**config.mk**
```make
export PLATFORM = sky130hd
export DESIGN_NAME = hp48_bus_master
export DESIGN_NICKNAME = d
export VERILOG_FILES = /design/src/rtl/hp48_bus_master_pkg.sv /design/src/rtl/hp48_bus_nib_shifter.sv /design/src/rtl/hp48_bus_master.sv
export SDC_FILE = /design/constraint.sdc
export NUM_CORES = 1
export LEC_CHECK = 0
export CORE_UTILIZATION = 45
export CTS_CLUSTER_SIZE = 10
export DETAILED_ROUTE_END_ITERATION = 12
export PLACE_DENSITY_LB_ADDON = 0.3
export SLEW_MARGIN = 25
export SYNTH_ARGS = -nofsm -noshare
export SYNTH_HDL_FRONTEND = slang
export SYNTH_HIERARCHICAL = 1
export SYNTH_SLANG_ARGS = --single-unit
export TNS_END_PERCENT = 20
```
**constraint.sdc**
```tcl
create_clock -name strobe -period 8.2 [get_ports strobe]
set_clock_uncertainty 0.2 [all_clocks]
set_input_delay 1.64 -clock strobe [delete_from_list [all_inputs] [get_ports strobe]]
set_output_delay 1.64 -clock strobe [all_outputs]
set_load 0.05 [all_outputs]
```
**src/rtl/hp48_bus_master_pkg.sv**
```systemverilog
// Shared definitions for the HP48 nibble-bus master.
//  - BUSCMD_* : command codes driven on bus_command (BUSCMD_NOP = idle cycle)
//  - OP_*     : CPU-side request encodings on req_op
//  - state_t  : master FSM states, also visible on the debug_state output
//  - helpers mapping a request op to its pointer-load and transfer commands
package hp48_bus_master_pkg;

    localparam logic [3:0] BUSCMD_PC_READ     = 4'h0;
    localparam logic [3:0] BUSCMD_DP_WRITE    = 4'h1;
    localparam logic [3:0] BUSCMD_DP_READ     = 4'h2;
    localparam logic [3:0] BUSCMD_PC_WRITE    = 4'h3;
    localparam logic [3:0] BUSCMD_LOAD_PC     = 4'h4;
    localparam logic [3:0] BUSCMD_LOAD_DP     = 4'h5;
    localparam logic [3:0] BUSCMD_CONFIGURE   = 4'h6;
    localparam logic [3:0] BUSCMD_UNCONFIGURE = 4'h7;
    localparam logic [3:0] BUSCMD_POLL        = 4'h8;
    localparam logic [3:0] BUSCMD_RESET       = 4'h9;
    // Responders treat NOP as "nothing this cycle" and never flag it.
    localparam logic [3:0] BUSCMD_NOP         = 4'hF;

    localparam logic [2:0] OP_READ_PC   = 3'd0;
    localparam logic [2:0] OP_READ_DP   = 3'd1;
    localparam logic [2:0] OP_WRITE_DP  = 3'd2;
    localparam logic [2:0] OP_CONFIGURE = 3'd3;
    localparam logic [2:0] OP_BUS_RESET = 3'd4;

    typedef enum logic [2:0] {
        ST_IDLE  = 3'd0,
        ST_LOAD  = 3'd1,
        ST_XFER  = 3'd2,
        ST_DRAIN = 3'd3,
        ST_DONE  = 3'd4,
        ST_CFG   = 3'd5,
        ST_BRST  = 3'd6
    } state_t;

    function automatic logic op_is_xfer(input logic [2:0] op);
        return (op == OP_READ_PC) || (op == OP_READ_DP) || (op == OP_WRITE_DP);
    endfunction

    function automatic logic op_is_read(input logic [2:0] op);
        return (op == OP_READ_PC) || (op == OP_READ_DP);
    endfunction

    function automatic logic op_is_known(input logic [2:0] op);
        return op <= OP_BUS_RESET;
    endfunction

    function automatic logic [3:0] load_cmd_for(input logic [2:0] op);
        return (op == OP_READ_PC) ? BUSCMD_LOAD_PC : BUSCMD_LOAD_DP;
    endfunction

    function automatic logic [3:0] xfer_cmd_for(input logic [2:0] op);
        logic [3:0] cmd;
        case (op)
            OP_READ_PC: cmd = BUSCMD_PC_READ;
            OP_READ_DP: cmd = BUSCMD_DP_READ;
            default:    cmd = BUSCMD_DP_WRITE;
        endcase
        return cmd;
    endfunction

endpackage

```
**src/rtl/hp48_bus_nib_shifter.sv**
```systemverilog
// Nibble steering for burst data.
//  Read side : rdata_next is rdata_cur with nibble rd_idx replaced by nib_in.
//  Write side: wr_nib is nibble wr_idx of wdata.
// Ports:
//  rdata_cur  in  4*MAX_NIBS  read data assembled so far
//  rd_idx     in  4           nibble slot to fill
//  nib_in     in  4           nibble captured from the bus
//  rdata_next out 4*MAX_NIBS  updated read data
//  wdata      in  4*MAX_NIBS  latched write data
//  wr_idx     in  4           nibble slot to send
//  wr_nib     out 4           selected write nibble (0 if wr_idx is beyond MAX_NIBS)
module hp48_bus_nib_shifter #(
    parameter int MAX_NIBS = 16
) (
    input  logic [4*MAX_NIBS-1:0] rdata_cur,
    input  logic [3:0]            rd_idx,
    input  logic [3:0]            nib_in,
    output logic [4*MAX_NIBS-1:0] rdata_next,
    input  logic [4*MAX_NIBS-1:0] wdata,
    input  logic [3:0]            wr_idx,
    output logic [3:0]            wr_nib
);

    always_comb begin
        rdata_next = rdata_cur;
        for (int i = 0; i < MAX_NIBS; i++) begin
            if (rd_idx == 4'(i)) begin
                rdata_next[4*i +: 4] = nib_in;
            end
        end
    end

    always_comb begin
        wr_nib = 4'h0;
        for (int i = 0; i < MAX_NIBS; i++) begin
            if (wr_idx == 4'(i)) begin
                wr_nib = wdata[4*i +: 4];
            end
        end
    end

endmodule

```
**src/rtl/hp48_bus_master.sv**
```systemverilog
// HP48 nibble-bus initiator. Takes one CPU request at a time and turns it
// into bus commands, one per strobe: pointer load + READ/WRITE burst,
// CONFIGURE, or bus RESET. Read nibbles are reassembled into resp_rdata and
// any transfer cycle that no responder claims (or that raises bus_error)
// sets resp_error.
//
// Handshake: a request is taken on a strobe edge where req_valid and
// req_ready are both 1; req_ready is 1 only in IDLE, so at most one request
// is in flight and req_valid is ignored while busy. Completion is a single
// cycle resp_valid pulse with resp_rdata/resp_error valid in that cycle.
//
// Optional build macro HP48_BUS_PTR_CACHE_EN: keep shadows of the responders'
// PC/DP pointers and skip the pointer load when the request starts exactly
// where the previous burst on that pointer ended.
//
// Ports:
//  strobe          in   bus clock, rising edge
//  reset           in   asynchronous active-high reset
//  req_valid/ready      request handshake
//  req_op/addr/len/wdata request fields (len = nibbles - 1, nibble 0 in [3:0])
//  resp_valid      out  completion pulse
//  resp_rdata      out  read nibbles, unused upper nibbles 0
//  resp_error      out  unclaimed access or bus_error during the burst
//  bus_command     out  BUSCMD_* to responders (NOP when idle)
//  bus_address     out  address for LOAD_PC/LOAD_DP/CONFIGURE, else 0
//  bus_nibble_out  out  write nibble during DP_WRITE, else 0
//  bus_nibble_in   in   OR of responder read nibbles (registered by responders)
//  bus_active      in   OR of responder claim flags
//  bus_error       in   OR of responder error flags
//  daisy_out       out  daisy chain enable to the first responder
//  debug_state     out  current FSM state
module hp48_bus_master
    import hp48_bus_master_pkg::*;
#(
    parameter int MAX_NIBS = 16
) (
    input  logic                  strobe,
    input  logic                  reset,
    input  logic                  req_valid,
    output logic                  req_ready,
    input  logic [2:0]            req_op,
    input  logic [19:0]           req_addr,
    input  logic [3:0]            req_len,
    input  logic [4*MAX_NIBS-1:0] req_wdata,
    output logic                  resp_valid,
    output logic [4*MAX_NIBS-1:0] resp_rdata,
    output logic                  resp_error,
    output logic [3:0]            bus_command,
    output logic [19:0]           bus_address,
    output logic [3:0]            bus_nibble_out,
    input  logic [3:0]            bus_nibble_in,
    input  logic                  bus_active,
    input  logic                  bus_error,
    output logic                  daisy_out,
    output state_t                debug_state
);

    state_t                state_q, state_d;
    logic [2:0]            op_q;
    logic [19:0]           addr_q;
    logic [3:0]            len_q;
    logic [4*MAX_NIBS-1:0] wdata_q;
    logic [4*MAX_NIBS-1:0] rdata_q;
    logic                  err_q;
    logic [3:0]            n_q;
    logic                  daisy_q;

    logic                  last_xfer;
    logic                  is_read;
    logic                  ptr_hit;
    logic                  cap_en;
    logic [3:0]            cap_idx;
    logic [4*MAX_NIBS-1:0] rdata_next;
    logic [3:0]            wr_nib;

    assign last_xfer = (n_q == len_q);
    assign is_read   = op_is_read(op_q);

    // Responders register read data on the command edge, so the nibble for
    // command i is on bus_nibble_in during cycle i+1. XFER cycles after the
    // first capture the previous command's nibble; DRAIN captures the last.
    assign cap_en  = is_read && (n_q != 4'd0);
    assign cap_idx = (state_q == ST_DRAIN) ? n_q : (n_q - 4'd1);

    hp48_bus_nib_shifter #(
        .MAX_NIBS (MAX_NIBS)
    ) u_nib_shifter (
        .rdata_cur  (rdata_q),
        .rd_idx     (cap_idx),
        .nib_in     (bus_nibble_in),
        .rdata_next (rdata_next),
        .wdata      (wdata_q),
        .wr_idx     (n_q),
        .wr_nib     (wr_nib)
    );

`ifdef HP48_BUS_PTR_CACHE_EN
    logic [19:0] pc_shadow, dp_shadow;
    logic        pc_shadow_valid, dp_shadow_valid;
    logic [19:0] burst_end;

    // Responder pointers advance once per transfer and wrap at 20 bits.
    assign burst_end = addr_q + {16'd0, len_q} + 20'd1;

    always_comb begin
        ptr_hit = 1'b0;
        if (req_op == OP_READ_PC) begin
            ptr_hit = pc_shadow_valid && (pc_shadow == req_addr);
        end else if ((req_op == OP_READ_DP) || (req_op == OP_WRITE_DP)) begin
            ptr_hit = dp_shadow_valid && (dp_shadow == req_addr);
        end
    end

    always_ff @(posedge strobe or posedge reset) begin
        if (reset) begin
            pc_shadow       <= '0;
            dp_shadow       <= '0;
            pc_shadow_valid <= 1'b0;
            dp_shadow_valid <= 1'b0;
        end else begin
            case (state_q)
                ST_XFER: begin
                    if (last_xfer) begin
                        if (op_q == OP_READ_PC) begin
                            pc_shadow       <= burst_end;
                            pc_shadow_valid <= 1'b1;
                        end else begin
                            dp_shadow       <= burst_end;
                            dp_shadow_valid <= 1'b1;
                        end
                    end
                end
                // Responders may be re-mapped or reset: pointers unknown.
                ST_CFG, ST_BRST: begin
                    pc_shadow_valid <= 1'b0;
                    dp_shadow_valid <= 1'b0;
                end
                default: ;
            endcase
        end
    end
`else
    assign ptr_hit = 1'b0;
`endif

    // State register
    always_ff @(posedge strobe or posedge reset) begin
        if (reset) begin
            state_q <= ST_IDLE;
        end else begin
            state_q <= state_d;
        end
    end

    // Next state and bus outputs
    always_comb begin
        state_d        = state_q;
        req_ready      = 1'b0;
        resp_valid     = 1'b0;
        bus_command    = BUSCMD_NOP;
        bus_address    = '0;
        bus_nibble_out = 4'h0;
        case (state_q)
            ST_IDLE: begin
                req_ready = 1'b1;
                if (req_valid) begin
                    if (op_is_xfer(req_op)) begin
                        state_d = ptr_hit ? ST_XFER : ST_LOAD;
                    end else if (req_op == OP_CONFIGURE) begin
                        state_d = ST_CFG;
                    end else if (req_op == OP_BUS_RESET) begin
                        state_d = ST_BRST;
                    end else begin
                        // Unknown op: complete at once with error so the
                        // requester is never left waiting.
                        state_d = ST_DONE;
                    end
                end
            end
            ST_LOAD: begin
                bus_command = load_cmd_for(op_q);
                bus_address = addr_q;
                state_d     = ST_XFER;
            end
            ST_XFER: begin
                bus_command = xfer_cmd_for(op_q);
                if (!is_read) begin
                    bus_nibble_out = wr_nib;
                end
                if (last_xfer) begin
                    state_d = is_read ? ST_DRAIN : ST_DONE;
                end
            end
            ST_DRAIN: begin
                state_d = ST_DONE;
            end
            ST_DONE: begin
                resp_valid = 1'b1;
                state_d    = ST_IDLE;
            end
            ST_CFG: begin
                bus_command = BUSCMD_CONFIGURE;
                bus_address = addr_q;
                state_d     = ST_DONE;
            end
            ST_BRST: begin
                bus_command = BUSCMD_RESET;
                state_d     = ST_DONE;
            end
            default: begin
                state_d = ST_IDLE;
            end
        endcase
    end

    // Request latches, read assembly, sticky error, nibble counter
    always_ff @(posedge strobe or posedge reset) begin
        if (reset) begin
            op_q    <= OP_READ_PC;
            addr_q  <= '0;
            len_q   <= '0;
            wdata_q <= '0;
            rdata_q <= '0;
            err_q   <= 1'b0;
            n_q     <= '0;
            daisy_q <= 1'b0;
        end else begin
            daisy_q <= 1'b1;
            case (state_q)
                ST_IDLE: begin
                    if (req_valid) begin
                        op_q    <= req_op;
                        addr_q  <= req_addr;
                        len_q   <= req_len;
                        wdata_q <= req_wdata;
                        rdata_q <= '0;
                        err_q   <= !op_is_known(req_op);
                        n_q     <= '0;
                    end
                end
                ST_XFER: begin
                    if (!bus_active || bus_error) begin
                        err_q <= 1'b1;
                    end
                    if (cap_en) begin
                        rdata_q <= rdata_next;
                    end
                    // Holding at len keeps a 16-nibble burst from wrapping n.
                    if (!last_xfer) begin
                        n_q <= n_q + 4'd1;
                    end
                end
                ST_DRAIN: begin
                    rdata_q <= rdata_next;
                end
                default: ;
            endcase
        end
    end

    assign resp_rdata  = rdata_q;
    assign resp_error  = err_q;
    assign daisy_out   = daisy_q;
    assign debug_state = state_q;

endmodule

```
==> flow_metrics.py, run 1 <==
metrics = {
    "run_status": {
        "status": "finished clean",
    },
    "critical_path": {
        "reg2reg_depth": 8,
        "startpoint": "n_q[2]",
        "r2r_slack_ps": 4650,
        "crit_end": "bus_nibble_out[1]",
        "path_max_fanout": 28,
        "cp-end-kind": "primary output",
        "worstPathArrival_ps": 3200,
        "worstPathRequired_ps": 6360,
        "path_buf_inv": 1,
        "r2r_end": "resp_rdata[9]",
        "critPathMaxStageDelay_ps": 980,
        "worstSetupPathType": "reg -> out",
        "slowest_stage": "dfrtp_1",
        "path_cells": "nand2_1 -> nor2_1 -> o21ai_0 -> nand3_1 -> a22o_1 -> and2_1 -> clkdlybuf4s50_1",
        "critPathLaunchType": "flop",
        "cp_num_cells": 7,
        "critPathTopFamily": "flip-flops",
        "reg2reg_from": "n_q[0]",
    },
    "die": {
        "num_rows": 48,
        "core_sq_mm": 0.01748,
        "die_x_um": 136.6,
        "io_pins": 199,
        "initial_core_util": 0.4665,
        "die_area_sq_mm": 0.01866,
        "die_h_um": 136.6,
    },
    "finish": {
        "final_util": 0.6168,
        "final_cell_mix": "nand2_1 (286), clkdlybuf4s50_1 (198), dfrtp_1 (164)",
        "n_fill_cell": 1456,
        "nets": 1111,
        "drive_above_1_share": 0.1194,
        "n_antenna_cell": 0,
        "syn_to_final_growth_pct": 32.23,
        "layout_commonest_cell": "nand2_1",
    },
    "sta": {
        "finalSetupTns_ps": 0,
        "maxSlewViolCount": 0,
        "max_freq_mhz": 198.5,
        "maxSlewHeadroom": 0.3568,
        "hold_viol_final": 0,
        "fin_crit_ps": 5039,
        "finalSetupViolCount": 0,
        "rsz0062_at_grt": "no",
        "worst_pin_slew_ps": 964.8,
        "period_share": 0.6145,
    },
    "clock_tree": {
        "postCtsSetupBuffers": 0,
        "cts_tree": "built",
        "h-tree-depth": 4,
        "cts_buffer_depth": 2,
        "cts_buffers": 17,
        "cts-root-buf": "clkbuf_16",
        "cts_hold_buf": 0,
        "clk_latency_ps": 430,
        "post_cts_resize_count": 0,
        "path_clk_slew_ps": 60,
        "clock_sinks": 164,
    },
    "global_route": {
        "grt_pass1_vias": 6345,
        "antenna_found_initial": 0,
        "grt_max_degree": 95,
        "grt_usage": 0.2280,
        "grt_pass1_wl_mm": 33.00,
        "grt_overflow": 0,
    },
    "synthesis": {
        "synth_edf_count": 0,
        "postSynthAreaPerCell_sq_um": 9.694,
        "syn_inst": 841,
        "synth_seq_cells": 164,
        "yosys_warnings": 6,
        "synth_ff_type": "dfrtp_1",
        "synth_nets": 943,
        "yosysUniqueCellTypes": 51,
        "yosysSeqAreaShare": 0.5034,
        "synth_area_sq_mm": 0.008153,
        "async_flop_share": 1.000,
    },
    "placed_design": {
        "gp_congestion": 0.7687,
        "port_buffers": 198,
        "dp.final_hpwl_mm": 13.25,
    },
    "detailed_routing": {
        "drc": 0,
        "vias": 6521,
        "drtIter0Drc": 484,
        "ant_nets": 0,
        "first_pass_iters": 5,
        "wl_per_cell_um": 16.54,
        "avgViaCountPerCell": 5.229,
        "routed_wl_mm": 20.63,
    },
    "power_and_ir_drop": {
        "leakage_nw": 5.023,
        "pwr_density_cell_mw_per_mm2": 303.4,
        "vdd_drop_max_mv": 0.2113,
        "p_sw_frac": 0.3887,
        "p_clk_frac": 0.250,
        "power_switching_w": 0.001272,
        "intPower_w": 0.001999,
        "p_comb_frac": 0.378,
        "p_seq_frac": 0.372,
    },
    "job": {
        "drv_cap": 0,
    },
    "hold_path": {
        "hp-class": "reg -> reg",
        "min_path_cells": 2,
    },
}
[synthesized netlist by cell type (3+ instances only)]
| master | n | area share |
|---|---|---|
| a211oi_1 | 4 | 0.0037 |
| a21oi_1 | 16 | 0.0098 |
| a22o_1 | 69 | 0.074 |
| and2_1 | 27 | 0.021 |
| buf_1 | 3 | 0.0014 |
| buf_2 | 17 | 0.010 |
| buf_4 | 8 | 0.0074 |
| buf_6 | 8 | 0.011 |
| clkbuf_1 | 21 | 0.0097 |
| dfrtp_1 | 164 | 0.50 |
| inv_1 | 6 | 0.0028 |
| mux2_2 | 68 | 0.094 |
| mux2i_1 | 14 | 0.017 |
| nand2_1 | 286 | 0.13 |
| nand2b_1 | 11 | 0.0084 |
| nand3_1 | 7 | 0.0043 |
| nand3b_1 | 3 | 0.0028 |
| nor2_1 | 27 | 0.012 |
| nor2b_1 | 6 | 0.0046 |
| nor3_1 | 14 | 0.0086 |
| o21a_1 | 4 | 0.0037 |
| o21ai_0 | 16 | 0.0098 |
| or2_1 | 4 | 0.0031 |
| xnor2_1 | 4 | 0.0043 |
| xor2_1 | 4 | 0.0043 |
[per-stage QoR]
stage	setup slack, ps	power [W]	cell area (sq um)	hold WS [ps]	cells
6_report	3161	0.003271	10780	273.1	1247
5_1_grt	3013	0.003477	10780	290.7	1247
4_1_cts	3192	0.003293	10770	277.3	1246
3_5_place_dp	3663	0.002461	10160	257.0	1214
3_3_place_gp	3712	0.002435	10160	254.7	1214
2_1_floorplan	1927	0.002122	8153	237.4	841
[worst min-delay path by stage]
stage	start	endpoint	slack, ps
2_1_floorplan	addr_q[0]	addr_q[0]	240
3_3_place_gp	wdata_q[24]	wdata_q[24]	250
3_5_place_dp	addr_q[2]	addr_q[2]	260
4_1_cts	wdata_q[59]	wdata_q[59]	280
5_1_grt	wdata_q[43]	wdata_q[43]	290
6_report	wdata_q[59]	wdata_q[59]	270
[kinds of logic (layout without fill, tap and decap cells)]
group	Yosys count	after routing	synth area share
other	1	1	0.0004600
buffers and inverters	63	244	0.04266
AOI/OAI and AO/OA	124	124	0.1160
adders and majority gates	2	2	0.003069
DFF	164	164	0.5034
xor gates and xnor gates	8	8	0.008593
and+or+nand+nor	394	394	0.2073
muxes	85	85	0.1185
[layout make-up]
type                    instances  area [sq um]  area share
well taps                     225         281.5     0.02611
inverters                       6         27.53    0.002553
repair buffers                206          2046      0.1898
multi-input cells             614          3712      0.3444
clock inverters                12         142.6     0.01323
clock buffers                  20         466.7     0.04329
flip-flops and latches        164          4104      0.3807
[power by group through the flow]
stage | logic, W | registers, W | clock network, W
finish | 0.00124 | 0.00122 | 0.000817
global route | 0.00136 | 0.00125 | 0.000867
detailed placement | 0.00124 | 0.00122 | 0
floorplan | 0.000874 | 0.00125 | 0
CTS | 0.00124 | 0.00122 | 0.000835
global placement | 0.00121 | 0.00122 | 0
[tightest hold or removal path, delay by kind of cell (launching register included)]
kind          cells  cell delay, ps
flops             1             340
simple gates      2             110
[per-layer routing]
metal  part of all wire  up-vias  routed length, um  track usage
met3              0.063       18               1301      0.05741
met5                  0        -                  0            0
met4              0.014        0                284      0.07222
li1                   -     3177                  -            -
met1               0.47     3127               9671       0.3179
met2               0.45      199               9372       0.3474
[registers in the layout (all words and copies together) (netlist names)]
name,cells
daisy_out,1
wdata_q,64
resp_error,1
debug_state,3
addr_q,20
resp_rdata,64
n_q,4
len_q,4
op_q,3
Power figures use the tool's default switching activity.
==> run 2, diff against run 1 <==
Clock period 8.2 ns to 5.25 ns, I/O delays scaled along.
==> run 2 against run 1 <==
Compared with the run above:
- critical path depth unchanged
- non-clock buffer count grew 1
- worst setup slack worse by 2400 ps
- flip-flop and latch count did not move
- final area fell by 0.28%
- register-to-register slack worse by 2900 ps
- via count barely moved
- die area did not move
==> flow_metrics.py, run 2 (same netlist as run 1, synthesis figures left out) <==
metrics = {
    "detailed_routing": {
        "drc": 0,
        "routed_wl_mm": 20.78,
        "vias": 6527,
        "ant_nets": 0,
        "avgViaCountPerCell": 5.230,
        "drtIter0Drc": 460,
        "wl_per_cell_um": 16.65,
        "first_pass_iters": 5,
    },
    "critical_path": {
        "r2r_slack_ps": 1780,
        "path_max_fanout": 34,
        "critPathLaunchType": "flop",
        "cp-end-kind": "primary output",
        "worstPathArrival_ps": 3200,
        "worstPathRequired_ps": 4000,
        "worstSetupPathType": "reg -> out",
    },
    "sta": {
        "finalSetupTns_ps": 0,
        "maxSlewViolCount": 0,
        "finalSetupViolCount": 0,
        "worst_pin_slew_ps": 936.6,
        "rsz0062_at_grt": "no",
        "max_freq_mhz": 224.6,
        "period_share": 0.8481,
        "fin_crit_ps": 4452,
        "maxSlewHeadroom": 0.3756,
        "hold_viol_final": 0,
    },
    "die": {
        "core_sq_mm": 0.01748,
        "num_rows": 48,
        "die_h_um": 136.6,
        "io_pins": 199,
        "die_x_um": 136.6,
        "die_area_sq_mm": 0.01866,
        "initial_core_util": 0.4665,
    },
    "clock_tree": {
        "post_cts_resize_count": 0,
        "cts_buffers": 17,
        "cts_hold_buf": 0,
        "h-tree-depth": 4,
        "clock_sinks": 164,
        "cts_tree": "built",
        "postCtsSetupBuffers": 0,
        "cts-root-buf": "clkbuf_16",
        "clk_latency_ps": 420,
        "path_clk_slew_ps": 70,
        "cts_buffer_depth": 2,
    },
    "power_and_ir_drop": {
        "pwr_density_cell_mw_per_mm2": 465.5,
        "p_total_w": 0.005004,
        "vdd_drop_max_mv": 0.3570,
        "leakage_nw": 4.997,
    },
    "global_route": {
        "grt_overflow": 0,
        "antenna_found_initial": 1,
        "grt_usage": 0.2309,
        "grt_pass1_wl_mm": 33.22,
        "grt_pass1_vias": 6326,
        "grt_max_degree": 70,
    },
    "finish": {
        "syn_to_final_growth_pct": 31.86,
        "layout_commonest_cell": "nand2_1",
        "nets": 1112,
        "drive_above_1_share": 0.1193,
        "n_antenna_cell": 0,
        "final_cell_mix": "nand2_1 (286), clkdlybuf4s50_1 (198), dfrtp_1 (163)",
    },
    "placed_design": {
        "dp.final_hpwl_mm": 13.82,
        "port_buffers": 198,
        "gp_congestion": 0.8220,
    },
    "run_status": {
        "status": "finished clean",
    },
    "hold_path": {
        "hp-class": "reg -> reg",
    },
    "job": {
        "drv_cap": 0,
    },
}
## run 2: power breakdown
part | switching (W) | internal, W | total [W]
Sequential | 0.000291 | 0.00164 | 0.00193
Combinational | 0.00117 | 0.000735 | 0.00190
Clock | 0.000532 | 0.000638 | 0.00117
Total | 0.00199 | 0.00301 | 0.00500
## run 2: critical path, stage by stage (launching register included)
cell,delay (ps)
dfrtp_1,510
buf_4,410
mux4_2,570
o22ai_1,170
nand3_1,100
a22o_1,200
and2_1,130
clkdlybuf4s50_1,690
## run 2: layout make-up
| class | count | area (sq um) |
|---|---|---|
| Clock buffer | 20 | 456.7 |
| Clock inverter | 12 | 96.34 |
| Fill cell | 1487 | 6726 |
| Inverter | 6 | 26.28 |
| Multi-Input combinational cell | 614 | 3710 |
| Sequential cell | 164 | 4105 |
| Tap cell | 225 | 281.5 |
| Timing Repair Buffer | 207 | 2074 |
## run 2: per-stage QoR
step	hold WS [ps]	setup slack (ps)	instances	util	instance area, sq um
5_1_grt	285.5	581.3	1248	0.6151	10750
4_1_cts	270.7	579.4	1248	0.6150	10750
2_1_floorplan	237.4	1733	841	-	8157
6_report	264.5	797.7	1248	0.6151	10750
3_5_place_dp	254.1	1040	1216	0.5834	10200
3_3_place_gp	248.8	1051	1216	0.5834	10200
## run 2: per-layer routing
metal,wire [um],part of all wire,track usage,vias to the layer above
met3,1355,0.065,0.06222,9
met2,9469,0.46,0.3528,182
met4,122,0.0059,0.05864,0
met5,0,0,0,-
met1,9828,0.47,0.3240,3167
li1,-,-,-,3169
## run 2: worst paths after layout
path / start / end / cells past startpoint
max: n_q[0] / bus_nibble_out[1] / 7
min: addr_q[4] / addr_q[4] / 2
max reg2reg: n_q[1] / resp_rdata[10] / 7
min reg2reg: addr_q[4] / addr_q[4] / 2
max in group asynchronous: reset / resp_rdata[62] / 3
min in group asynchronous: reset / wdata_q[38] / 2
==> run 3, diff against run 2 <==
Clock period 5.25 ns to 4.1 ns, I/O delays scaled along.
==> run 3 against run 2 <==
Compared with the run above:
- global-route usage grew 0.34 points
- via count grew 0.17%
- clock power grew 38%
- sequential power grew 26%
- routed wire length shrank 0.27%
- hold slack lost 1.6 ps
- total power grew 31%
- critical path depth is the same
- largest cell class unchanged
- first-iteration DRC count grew 9.3%
==> flow_metrics.py, run 3 (same netlist as run 1, synthesis figures left out) <==
metrics = {
    "finish": {
        "layout_commonest_cell": "nand2_1",
        "syn_to_final_growth_pct": 33.04,
        "stdcell_count": 1254,
        "final_cell_mix": "nand2_1 (286), clkdlybuf4s50_1 (194), dfrtp_1 (164)",
        "nets": 1118,
        "n_antenna_cell": 0,
        "drive_above_1_share": 0.1273,
    },
    "clock_tree": {
        "path_clk_slew_ps": 70,
        "h-tree-depth": 4,
        "cts_tree": "built",
        "cts-root-buf": "clkbuf_16",
        "postCtsSetupBuffers": 0,
        "cts_buffer_depth": 2,
        "clk_latency_ps": 420,
        "cts_buffers": 17,
        "clock_sinks": 164,
        "cts_hold_buf": 0,
        "post_cts_resize_count": 0,
    },
    "critical_path": {
        "critPathMaxStageDelay_ps": 800,
        "critPathLaunchType": "flop",
        "crit_path_frequent_cell": "buf_4",
        "reg2reg_from": "n_q[1]",
        "slowest_stage": "dfrtp_1",
        "path_max_fanout": 17,
        "cp-end-kind": "primary output",
        "r2r_slack_ps": 770,
        "reg2reg_depth": 7,
        "worstPathArrival_ps": 2770,
        "path_cells": "buf_4 -> mux2_2 -> o21ai_0 -> a41oi_1 -> o21a_1 -> and2_1 -> buf_4",
        "r2r_end": "resp_rdata[15]",
        "worstSetupPathType": "reg -> out",
        "worstPathRequired_ps": 3080,
    },
    "die": {
        "die_x_um": 136.6,
        "initial_core_util": 0.4665,
        "core_sq_mm": 0.01748,
        "die_h_um": 136.6,
        "die_area_sq_mm": 0.01866,
        "num_rows": 48,
        "io_pins": 199,
    },
    "sta": {
        "max_freq_mhz": 264.1,
        "period_share": 0.9235,
        "maxSlewViolCount": 0,
        "worst_pin_slew_ps": 788.8,
        "finalSetupTns_ps": 0,
        "hold_viol_final": 0,
        "finalSetupViolCount": 0,
        "rsz0062_at_grt": "no",
        "holdWs_ps": 262.9,
        "fin_crit_ps": 3787,
        "layout_setup_ws_ps": 313.5,
        "maxSlewHeadroom": 0.4730,
    },
    "global_route": {
        "grt_max_degree": 83,
        "antenna_found_initial": 0,
        "grt_overflow": 0,
        "grt_pass1_vias": 6575,
        "grt_pass1_wl_mm": 34.02,
        "grt_usage": 0.2343,
    },
    "power_and_ir_drop": {
        "leakage_nw": 5.068,
        "vdd_drop_max_mv": 0.3891,
        "pwr_density_cell_mw_per_mm2": 603.0,
    },
    "detailed_routing": {
        "wl_per_cell_um": 16.52,
        "vias": 6538,
        "drtIter0Drc": 503,
        "drc": 0,
        "routed_wl_mm": 20.72,
        "avgViaCountPerCell": 5.214,
        "first_pass_iters": 5,
        "ant_nets": 0,
    },
    "placed_design": {
        "port_buffers": 198,
        "gp_congestion": 0.7897,
        "placedCellCount": 1222,
        "dp.final_hpwl_mm": 13.79,
        "dpl_worst_slack_ps": 776.2,
    },
    "hold_path": {
        "hp-class": "reg -> reg",
        "min_path_cells": 2,
        "holdPathEnd": "addr_q[9]",
        "hold_start": "addr_q[9]",
    },
    "job": {
        "drv_cap": 0,
    },
    "run_status": {
        "status": "finished clean",
    },
}
==> run 3: cell count changes in the layout (fill, tap and decap cells not counted) <==
cell	before	now
buf_12	2	3
buf_4	7	16
bufinv_16	0	2
clkbuf_8	2	4
clkdlybuf4s50_1	198	194
clkinv_4	3	0
dfrtp_1	163	164
dfrtp_2	1	0
inv_8	1	0
==> run 3: final cells by class <==
cell class	count	area, sq um
fillers	1455	6630
flip-flops and latches	164	4104
multi-input cells	614	3710
repair buffers	213	2122
clock buffers	22	484.2
well taps	225	281.5
clock inverters	10	118.9
inverters	6	26.28
==> run 3: stage by stage <==
step / area [sq um] / utilization / total power, W
after floorplan: 8157 / - / 0.004245
after global placement: 10240 / 0.5861 / 0.004904
after detailed placement: 10240 / 0.5861 / 0.004952
after CTS: 10850 / 0.6206 / 0.006591
after global routing: 10850 / 0.6206 / 0.006964
final: 10850 / 0.6206 / 0.006541
==> run 3: routing by layer <==
| layer | track usage | wire [um] | part of all wire | vias up |
|---|---|---|---|---|
| li1 | - | - | - | 3192 |
| met1 | 0.3278 | 9781 | 0.47 | 3144 |
| met2 | 0.3655 | 9386 | 0.45 | 175 |
| met3 | 0.04444 | 1166 | 0.056 | 27 |
| met4 | 0.07654 | 384 | 0.019 | 0 |
| met5 | 0 | 0 | 0 | - |
==> run 3: worst max-delay path by stage <==
stage,start,to,slack (ps),cells past startpoint
after floorplan,debug_state[0],bus_command[0],810,4
after global placement,n_q[1],bus_nibble_out[3],840,7
after detailed placement,n_q[1],bus_nibble_out[3],780,7
after CTS,n_q[1],bus_nibble_out[3],320,7
after global routing,n_q[1],bus_nibble_out[2],170,7
final,n_q[1],bus_nibble_out[3],310,7
==> run 3: worst max-delay path: cells and delay by family (launching register included) <==
kind / cells / cell delay [ps]
buffers and inverters: 2 / 520
flip-flops: 1 / 800
AO/OA/AOI/OAI: 3 / 520
AND/OR/NAND/NOR: 1 / 160
multiplexers: 1 / 340
==> run 3: power by group <==
group	total [W]	internal, W	switching (W)
clock network	0.00162	0.000966	0.000655
registers	0.00243	0.00210	0.000329
logic	0.00249	0.000963	0.00153
total	0.00654	0.00403	0.00251
